File: config.mk
export PLATFORM = sky130hd
export DESIGN_NAME = rom_read_arbiter
export DESIGN_NICKNAME = d
export VERILOG_FILES = /design/src/rtl/rom_arb_pkg.sv /design/src/rtl/rr_arbiter.sv /design/src/rtl/rom_read_arbiter.sv
export SDC_FILE = /design/constraint.sdc
export NUM_CORES = 1
export LEC_CHECK = 0
export CAP_MARGIN = 0
export CORE_MARGIN = 1
export CORE_UTILIZATION = 40
export CTS_CLUSTER_DIAMETER = 150
export DETAILED_ROUTE_END_ITERATION = 7
export GPL_TIMING_DRIVEN = 1
export HOLD_SLACK_MARGIN = 0.1
export PLACE_DENSITY = 0.72
export SYNTH_ARGS = -nofsm -noshare
export SYNTH_HDL_FRONTEND = slang
export SYNTH_HIERARCHICAL = 1
export SYNTH_SLANG_ARGS = --single-unit
File: constraint.sdc
create_clock -name clk -period 2.95 [get_ports clk]
set_input_delay 0.59 -clock clk [delete_from_list [all_inputs] [get_ports clk]]
set_output_delay 0.59 -clock clk [all_outputs]
set_load 0.05 [all_outputs]
File: src/rtl/rom_arb_pkg.sv
// Package: rom_arb_pkg
// Shared defaults and helpers for rom_read_arbiter and its round-robin picker.
//   NREQ_DEF/AW_DEF/DW_DEF/ROM_LAT_DEF : default parameter values
//   CNT_W / CNT_MAX                    : width and saturation value of the grant counters
//   onehot_to_idx()                    : index of the set bit in a one-hot vector (up to 8 bits)
package rom_arb_pkg;

  localparam int NREQ_DEF    = 4;
  localparam int AW_DEF      = 6;
  localparam int DW_DEF      = 8;
  localparam int ROM_LAT_DEF = 1;

  localparam int              CNT_W   = 16;
  localparam logic [CNT_W-1:0] CNT_MAX = '1;

  // Returns the position of the set bit; 0 when the vector is all zero.
  function automatic int unsigned onehot_to_idx(input logic [7:0] oh);
    int unsigned idx;
    idx = 0;
    for (int i = 0; i < 8; i++) begin
      if (oh[i]) idx = idx | i;
    end
    return idx;
  endfunction

endpackage

File: src/rtl/rr_arbiter.sv
// Module: rr_arbiter
// Combinational round-robin pick: scans the requests starting at ptr and
// grants the first one found, wrapping NREQ-1 -> 0.
// Ports:
//   req  in  NREQ  request vector
//   ptr  in  PW    index with highest priority this cycle
//   gnt  out NREQ  one-hot grant, all zero when nothing is requested
//   idx  out PW    index of the granted request (0 when gnt is zero)
module rr_arbiter
  import rom_arb_pkg::*;
#(
  parameter int NREQ = NREQ_DEF,
  parameter int PW   = (NREQ > 1) ? $clog2(NREQ) : 1
) (
  input  logic [NREQ-1:0] req,
  input  logic [PW-1:0]   ptr,
  output logic [NREQ-1:0] gnt,
  output logic [PW-1:0]   idx
);

  logic [PW:0]   sum;
  logic [PW-1:0] pos;
  logic          found;

  always_comb begin
    gnt   = '0;
    sum   = '0;
    pos   = '0;
    found = 1'b0;
    for (int k = 0; k < NREQ; k++) begin
      // Position ptr+k modulo NREQ, done with one conditional subtract so
      // non-power-of-two NREQ wraps correctly.
      sum = {1'b0, ptr} + (PW+1)'(k);
      if (sum >= (PW+1)'(NREQ)) sum = sum - (PW+1)'(NREQ);
      pos = sum[PW-1:0];
      if (!found && req[pos]) begin
        gnt[pos] = 1'b1;
        found    = 1'b1;
      end
    end
  end

  assign idx = PW'(onehot_to_idx(8'(gnt)));

endmodule

File: src/rtl/rom_read_arbiter.sv
// Module: rom_read_arbiter
// Shares one synchronous-read ROM among NREQ requesters. Round-robin grant,
// one ROM read per clock, responses returned in accept order with a one-hot
// rsp_valid pulse naming the requester.
// Ports:
//   clk, rst_n  clock (rising edge), asynchronous active-low reset
//   req_valid   requester i has a read pending
//   req_addr    address of requester i in slice [i*AW +: AW]
//   req_ready   one-hot combinational grant
//   rsp_valid   one-hot single-cycle response pulse
//   rsp_data    registered read data, holds between responses
//   busy        at least one read in flight
//   rom_a       registered ROM address
//   rom_d       ROM read data
//   grant_cnt   per-requester 16-bit saturating accept counters
//               (present only when ROM_ARB_STATS_EN is defined)
//
// Handshake: a request is accepted on a rising edge where req_valid[i] and
// req_ready[i] are both 1. A requester keeps req_valid/req_addr stable until
// accepted; req_ready depends only on req_valid and the rr pointer, so a grant
// is never withdrawn within a cycle. Responses have no backpressure.
module rom_read_arbiter
  import rom_arb_pkg::*;
#(
  parameter int NREQ    = NREQ_DEF,
  parameter int AW      = AW_DEF,
  parameter int DW      = DW_DEF,
  parameter int ROM_LAT = ROM_LAT_DEF
) (
  input  logic               clk,
  input  logic               rst_n,
  input  logic [NREQ-1:0]    req_valid,
  input  logic [NREQ*AW-1:0] req_addr,
  output logic [NREQ-1:0]    req_ready,
  output logic [NREQ-1:0]    rsp_valid,
  output logic [DW-1:0]      rsp_data,
  output logic               busy,
  output logic [AW-1:0]      rom_a,
  input  logic [DW-1:0]      rom_d
`ifdef ROM_ARB_STATS_EN
  ,
  output logic [NREQ*CNT_W-1:0] grant_cnt
`endif
);

  localparam int PW = (NREQ > 1) ? $clog2(NREQ) : 1;

  logic [NREQ-1:0] gnt;
  logic [PW-1:0]   gnt_idx;
  logic            accept;

  logic [PW-1:0]   ptr_q, ptr_d;
  logic [AW-1:0]   rom_a_q, rom_a_d;
  logic [AW-1:0]   addr_sel;

  // Stage s holds the tag of the read issued s+1 edges ago; the last stage
  // lines up with valid ROM data on rom_d.
  logic [ROM_LAT:0]           tag_vld_q, tag_vld_d;
  logic [ROM_LAT:0][NREQ-1:0] tag_oh_q, tag_oh_d;

  logic [NREQ-1:0] rsp_valid_q, rsp_valid_d;
  logic [DW-1:0]   rsp_data_q, rsp_data_d;

  rr_arbiter #(
    .NREQ (NREQ),
    .PW   (PW)
  ) u_rr (
    .req (req_valid),
    .ptr (ptr_q),
    .gnt (gnt),
    .idx (gnt_idx)
  );

  assign req_ready = gnt;
  // gnt is only ever set on a valid requester, so any grant is an accept.
  assign accept    = |gnt;

  always_comb begin
    addr_sel = '0;
    for (int i = 0; i < NREQ; i++) begin
      if (gnt[i]) addr_sel = req_addr[i*AW +: AW];
    end
  end

  always_comb begin
    ptr_d   = ptr_q;
    rom_a_d = rom_a_q;
    if (accept) begin
      rom_a_d = addr_sel;
      ptr_d   = (gnt_idx == PW'(NREQ-1)) ? '0 : gnt_idx + 1'b1;
    end
  end

  always_comb begin
    tag_vld_d    = '0;
    tag_oh_d     = '0;
    tag_vld_d[0] = accept;
    tag_oh_d[0]  = gnt;
    for (int s = 1; s <= ROM_LAT; s++) begin
      tag_vld_d[s] = tag_vld_q[s-1];
      tag_oh_d[s]  = tag_oh_q[s-1];
    end
  end

  always_comb begin
    rsp_valid_d = '0;
    rsp_data_d  = rsp_data_q;
    if (tag_vld_q[ROM_LAT]) begin
      rsp_valid_d = tag_oh_q[ROM_LAT];
      rsp_data_d  = rom_d;
    end
  end

  always_ff @(posedge clk or negedge rst_n) begin
    if (!rst_n) begin
      ptr_q       <= '0;
      rom_a_q     <= '0;
      tag_vld_q   <= '0;
      tag_oh_q    <= '0;
      rsp_valid_q <= '0;
      rsp_data_q  <= '0;
    end else begin
      ptr_q       <= ptr_d;
      rom_a_q     <= rom_a_d;
      tag_vld_q   <= tag_vld_d;
      tag_oh_q    <= tag_oh_d;
      rsp_valid_q <= rsp_valid_d;
      rsp_data_q  <= rsp_data_d;
    end
  end

  assign rom_a     = rom_a_q;
  assign rsp_valid = rsp_valid_q;
  assign rsp_data  = rsp_data_q;
  assign busy      = |tag_vld_q;

`ifdef ROM_ARB_STATS_EN
  logic [NREQ-1:0][CNT_W-1:0] cnt_q, cnt_d;

  always_comb begin
    cnt_d = cnt_q;
    for (int i = 0; i < NREQ; i++) begin
      if (gnt[i] && (cnt_q[i] != CNT_MAX)) cnt_d[i] = cnt_q[i] + 1'b1;
    end
  end

  always_ff @(posedge clk or negedge rst_n) begin
    if (!rst_n) cnt_q <= '0;
    else        cnt_q <= cnt_d;
  end

  assign grant_cnt = cnt_q;
`endif

endmodule
Word level (Yosys, flattened, before mapping)
Cells that the tools add are included.
{"block": "totals", "n_memories": 0, "word_cells": 79, "mem_bits_rw": 0, "latch_bits": 0, "input_bits": 38, "mem_bits_ro": 0, "out_inout_bits": 23, "reg_bits": 30}
{"block": "classes", "n_eq_ne": 1, "n_div": 0, "mul": 0, "add_sub_neg": 8, "magnitude_cmp": 12, "shift": 0, "muxes": 36, "bitwise": 3, "reduce_logical": 12}
{"op": "6-bit 2-to-1 mux", "n": 4}
{"op": "4-bit 2-to-1 mux", "n": 5}
{"op": "2-bit 2-to-1 mux", "n": 7}
{"op": "2-bit by 3-bit < comparator with 1-bit output, second input constant", "n": 4}
{"op": "1-bit 2-to-1 mux", "n": 12}
{"op": "4-bit bitwise OR", "n": 3}
{"op": "3-bit >= comparator, second input constant", "n": 3}
{"op": "1-bit binary-select mux with 2-bit select", "n": 4}
{"op": "1-bit demux with 2-bit select", "n": 4}
{"op": "2-bit by 1-bit >= comparator with 1-bit output, second input constant", "n": 4}
{"op": "2-bit by 1-bit subtractor with 2-bit output, second input constant", "n": 4}
{"op": "1-bit logical AND", "n": 7}
{"op": "2-bit by 2-bit adder with 3-bit output, second input constant", "n": 2}
{"op": "4-bit OR reduction", "n": 1}
{"op": "2-bit by 1-bit adder with 3-bit output, second input constant", "n": 1}
{"op": "2-bit by 3-bit >= comparator with 1-bit output, second input constant", "n": 1}
{"op": "1-bit zero test", "n": 3}
{"op": "2-bit by 1-bit adder with 2-bit output, second input constant", "n": 1}
{"op": "2-bit == test, second input constant", "n": 1}
{"op": "2-bit OR reduction", "n": 1}

Logic depth before layout (Yosys ltp)
{"block": "logic_depth", "word_depth": 19, "mapped_depth": 12, "ltp_nobuf": 10}

Modules after synthesis
Netlist, hierarchy kept.
{"module": "rom_read_arbiter", "seq_area_each_um2": 750.7, "instances": 1, "area_each_um2": 1251.2, "cells_each": 90}
{"module": "rr_arbiter", "seq_area_each_um2": 0.0, "instances": 1, "area_each_um2": 475.5, "cells_each": 49}

Worst setup path after synthesis
OpenSTA, ideal clock, no wires.
{"block": "synth_timing", "path_type": "register to register", "startpoint": "reg ptr_q[0]", "endpoint": "reg ptr_q[1]", "path_buffers": 2, "arrival_time_ns": 3.233, "t_required_ns": 2.825, "setup_slack_ns": -0.408, "setup_time_ns": 0.125, "synth_period_minus_slack_ns": 3.358, "path_stages_with_launch": 11, "cell_sequence": "dfrtp_1 > buf_6 > inv_1 > ha_1 > buf_2 > mux4_2 > nor3b_1 > a221oi_2 > or2_1 > ha_1 > mux2_4"}
{"block": "synth_between", "word_cells_on_any_way": 66, "cone_classes": "add/sub (8); order compare (12); eq/ne (1); mux (31); bitwise (3); reduce/logical (11)"}
{"element": "start, declared", "line_no": "rom_read_arbiter.sv:52", "source": "logic [PW-1:0] ptr_q, ptr_d;"}
{"element": "start signal, assigned", "line_no": "rom_read_arbiter.sv:123", "source": "ptr_q <= ptr_d;"}
{"element": "parallel branches: the longest is 13 deep, another holds 2-bit by 1-bit adder with 3-bit output"}
{"element": "4-bit 2-to-1 mux *", "line_no": "rr_arbiter.sv:36", "source": "if (!found && req[pos]) begin"}
{"element": "via req_ready[3]", "line_no": "rom_read_arbiter.sv:34", "source": "output logic [NREQ-1:0] req_ready,"}
{"element": "2-bit 2-to-1 mux *", "line_no": "rom_arb_pkg.sv:21", "source": "if (oh[i]) idx = idx | i;"}
{"element": "via gnt_idx[0]", "line_no": "rom_read_arbiter.sv:49", "source": "logic [PW-1:0] gnt_idx;"}
{"element": "2-bit by 1-bit adder with 2-bit output / 2-bit == test (equally long branches)", "line_no": "rom_read_arbiter.sv:90", "source": "ptr_d = (gnt_idx == PW'(NREQ-1)) ? '0 : gnt_idx + 1'b1;"}
{"element": "2-bit 2-to-1 mux *", "line_no": "rom_read_arbiter.sv:90"}
Mark *: on every way through the listed nets, which the timed path passes. The select of a mux whose other input is x is not followed.
A chain may end at the register's enable or synchronous reset.

Worst setup path after layout
{"block": "layout_timing", "startpoint": "in req_valid[0]", "endpoint": "out req_ready[0]"}
{"block": "layout_between", "elab_chain_cells": 12, "word_cells_on_any_way": 24, "cone_classes": "mux (15); bitwise (3); reduce/logical (6)"}
{"element": "start, declared", "line_no": "rom_read_arbiter.sv:32", "source": "input logic [NREQ-1:0] req_valid,"}
{"element": "1-bit binary-select mux with 2-bit select", "line_no": "rr_arbiter.sv:36"}
{"element": "1-bit 2-to-1 mux (not written as such)", "line_no": "rr_arbiter.sv:36"}
{"element": "1-bit 2-to-1 mux", "line_no": "rr_arbiter.sv:36"}
{"element": "1-bit zero test", "line_no": "rr_arbiter.sv:36"}
{"element": "1-bit logical AND", "line_no": "rr_arbiter.sv:36"}
{"element": "1-bit 2-to-1 mux", "line_no": "rr_arbiter.sv:36"}
{"element": "1-bit zero test", "line_no": "rr_arbiter.sv:36"}
{"element": "1-bit logical AND", "line_no": "rr_arbiter.sv:36"}
{"element": "1-bit 2-to-1 mux", "line_no": "rr_arbiter.sv:36"}
{"element": "1-bit zero test", "line_no": "rr_arbiter.sv:36"}
{"element": "1-bit logical AND", "line_no": "rr_arbiter.sv:36"}
{"element": "4-bit 2-to-1 mux *", "line_no": "rr_arbiter.sv:36"}
{"element": "end, declared", "line_no": "rom_read_arbiter.sv:34"}
Every way passes the cells marked *; elsewhere a longest branch is shown, timed or not. The select of a mux whose other input is x is not followed.

==> flow_summary.yaml <==
yosys:
  synth_compound_area_share_pct: 13.1
  synth-simple-area-share_pct: 20.6
  ys_ff_latch: 30
  ys_seq_area_share_pct: 43.5
  yosys_warnings: 6
  synth_cells: 139
  synth_top_family_by_area: "simple AND/OR/NAND/NOR gates"
  synth_adder_area_share_pct: 5.07
  syn_area_per_cell_sq_um: 12.4
  synth_fp_nets: 184
  synth_top_area_share_pct: 43.5
  yosysTopAreaCell: "dfrtp_1"
  netlist_area_sq_um: 1730
  synth.area.mux_share_pct: 13.8
  yosysUniqueCellTypes: 44
  synth_xor_area_share_pct: 0
  netlist_top_cells_area: "dfrtp_1 (43%), mux2_2 (5.2%), ha_1 (5.1%)"
flow_run:
  cap_violations: 0
sta:
  fin_crit_sh_pct: 97.0
  worst_slack_ns: 0.0895
  drv_slew: 0
  fin_skew_ns: 0.00705
  setup_violations: 0
  fin_crit_ns: 2.86
  rsz0062_at_grt: "false"
  worst_pin_slew_ns: 0.518
  fin_tns_setup_ns: 0
  relSlewSlack_pct: 65.4
  finalHoldViolCount: 0
  fmax_ghz: 0.350
routing:
  wl_microns: 4330
  firstDrtPassIters: 4
  drt_iter0_drc: 46
  drtAntennaViolNets: 0
  drc: 0
  vias_per_cell: 5.09
  detail_route.wl_per_cell_microns: 15.4
  via_count: 1430
cts:
  cts_tree: "built"
  path_clk_slew_ns: 0.05
  clk_latency_ns: 0.28
  cts_htree_levels: 2
  ctsHoldBuffers: 0
  cts_buffers: 5
  root_buffer: "clkbuf_8"
  cts_num_sinks: 30
  cts.path.max_buffers: 2
global_routing:
  track_usage_pct: 20.4
  grt_pass1_vias: 1449
  grt_overflow: 0
  grt_max_degree: 31
  grt_pass1_wl_microns: 6670
  antenna_found_initial: 0
die:
  start_util_pct: 42.3
  fp.dieH_microns: 67.7
  coreArea_sq_um: 4090
  die-width_microns: 67.7
  die_area_sq_um: 4580
  num_io_pins: 61
  rows: 23
critical_path:
  crit_required_ns: 2.36
  crit_buf_inv: 2
  cp_top_family: "compound AO/OA/AOI/OAI gates"
  path_cells: "dlygate4sd2_1 > mux4_2 > a221o_1 > a22o_4 > buf_6"
  critical_path_class: "in -> out"
  start_kind: "primary input"
  cp_slowest_cell: "mux4_2"
  cp-end-kind: "primary output"
  arrival_ns: 2.27
  cp_slowest_stage_delay_ns: 0.55
  path_max_fanout: 9
final_layout:
  final_cells: 281
  drive_gt1_share_pct: 35.5
  nets: 275
  diodes: 0
  final_cell_mix: "clkdlybuf4s50_1 (52), buf_4 (29), dfrtp_1 (29), mux2_2 (8), nand2_1 (8)"
  n_fill_cell: 311
  final_common_cell: "clkdlybuf4s50_1"
  area_growth_pct: 59.9
status:
  status: "finished clean"
place:
  gp_congestion: 0.878
  placed_cells: 266
  io_buffers: 60
  dp_hpwl_microns: 3290
  place_ws_ns: -0.505
min_path:
  hold_path.class: "reg -> reg"
[logic make-up after synthesis]
logic type / after synthesis
simple gates: 47
buf+inv: 12
flops: 30
compound gates: 26
fa+ha+maj: 7
mux: 17
[final cells by class]
class | instances | area, sq um | share of cell area (%)
Clock inverter | 1 | 5.00 | 0.181
Multi-Input combinational cell | 97 | 973 | 35.3
Inverter | 6 | 25.0 | 0.907
Sequential cell | 30 | 752 | 27.2
Clock buffer | 7 | 86.3 | 3.13
Timing Repair Buffer | 90 | 856 | 31.0
Tap cell | 50 | 62.6 | 2.27
[layer usage]
metal,vias to the layer above,global-route usage [%],share of wire (%)
li1,694,-,-
met1,678,23.6,41
met2,48,34.8,51
met3,10,5.41,5.2
met4,0,9.04,2.0
met5,-,0,0
[through the flow]
step                instance area (sq um)  hold WS, ns  utilization (%)
floorplan                            1770        0.294                -
global placement                     2580        0.333             63.1
detailed placement                   2580        0.337             63.1
CTS                                  2740        0.349             66.9
global route                         2760        0.365             67.5
finish                               2760        0.346             67.5
[state kept, by name, indices dropped and copies added (netlist names)]
register,flops
ptr_q,2
tag_oh_q,4
tag_oh_d,4
rsp_valid,4
rom_a,6
tag_vld_q,2
rsp_data,8
[Yosys cell counts (all sizes together)]
library cell and instances:
a22o 1, o22ai 2, nand3b 3, a221o 2, a21oi 5, mux2i 4, or2 3, nand3 4
inv 6, ha 7, clkbuf 2, nand2b 2, and3b 5, mux4 4, dfrtp 30, or3b 2
nor3b 1, a221oi 1, a22oi 1, or3 1, mux2 9, nor2 2, o31ai 1, o21ai 7
nor2b 6, nor4 1, and2 4, nand2 8, and4bb 5, a2111oi 6, buf 4
[timing repair]
item	in CTS	in global routing
setup buffers	7	0
resized for setup	10	6
endpoints found under the setup margin	8	5
pin swaps	3	0
[final timing paths]
check | from | endpoint | slack, ns | cells past startpoint
setup / recovery | req_valid[0] | req_ready[0] | 0.09 | 5
hold / removal | tag_oh_d[5] | tag_oh_q[5] | 0.35 | 0
setup reg to reg | ptr_q[0] | rom_a[5] | 0.19 | 10
hold reg to reg | tag_oh_d[5] | tag_oh_q[5] | 0.35 | 0
max in group asynchronous | rst_n | ptr_q[0] | 1.97 | 2
min in group asynchronous | rst_n | rsp_data[0] | 0.70 | 2
Power is left out: the tool's default activity adds up to more than one toggle a clock period on the data nets, which glitch-free logic cannot reach.
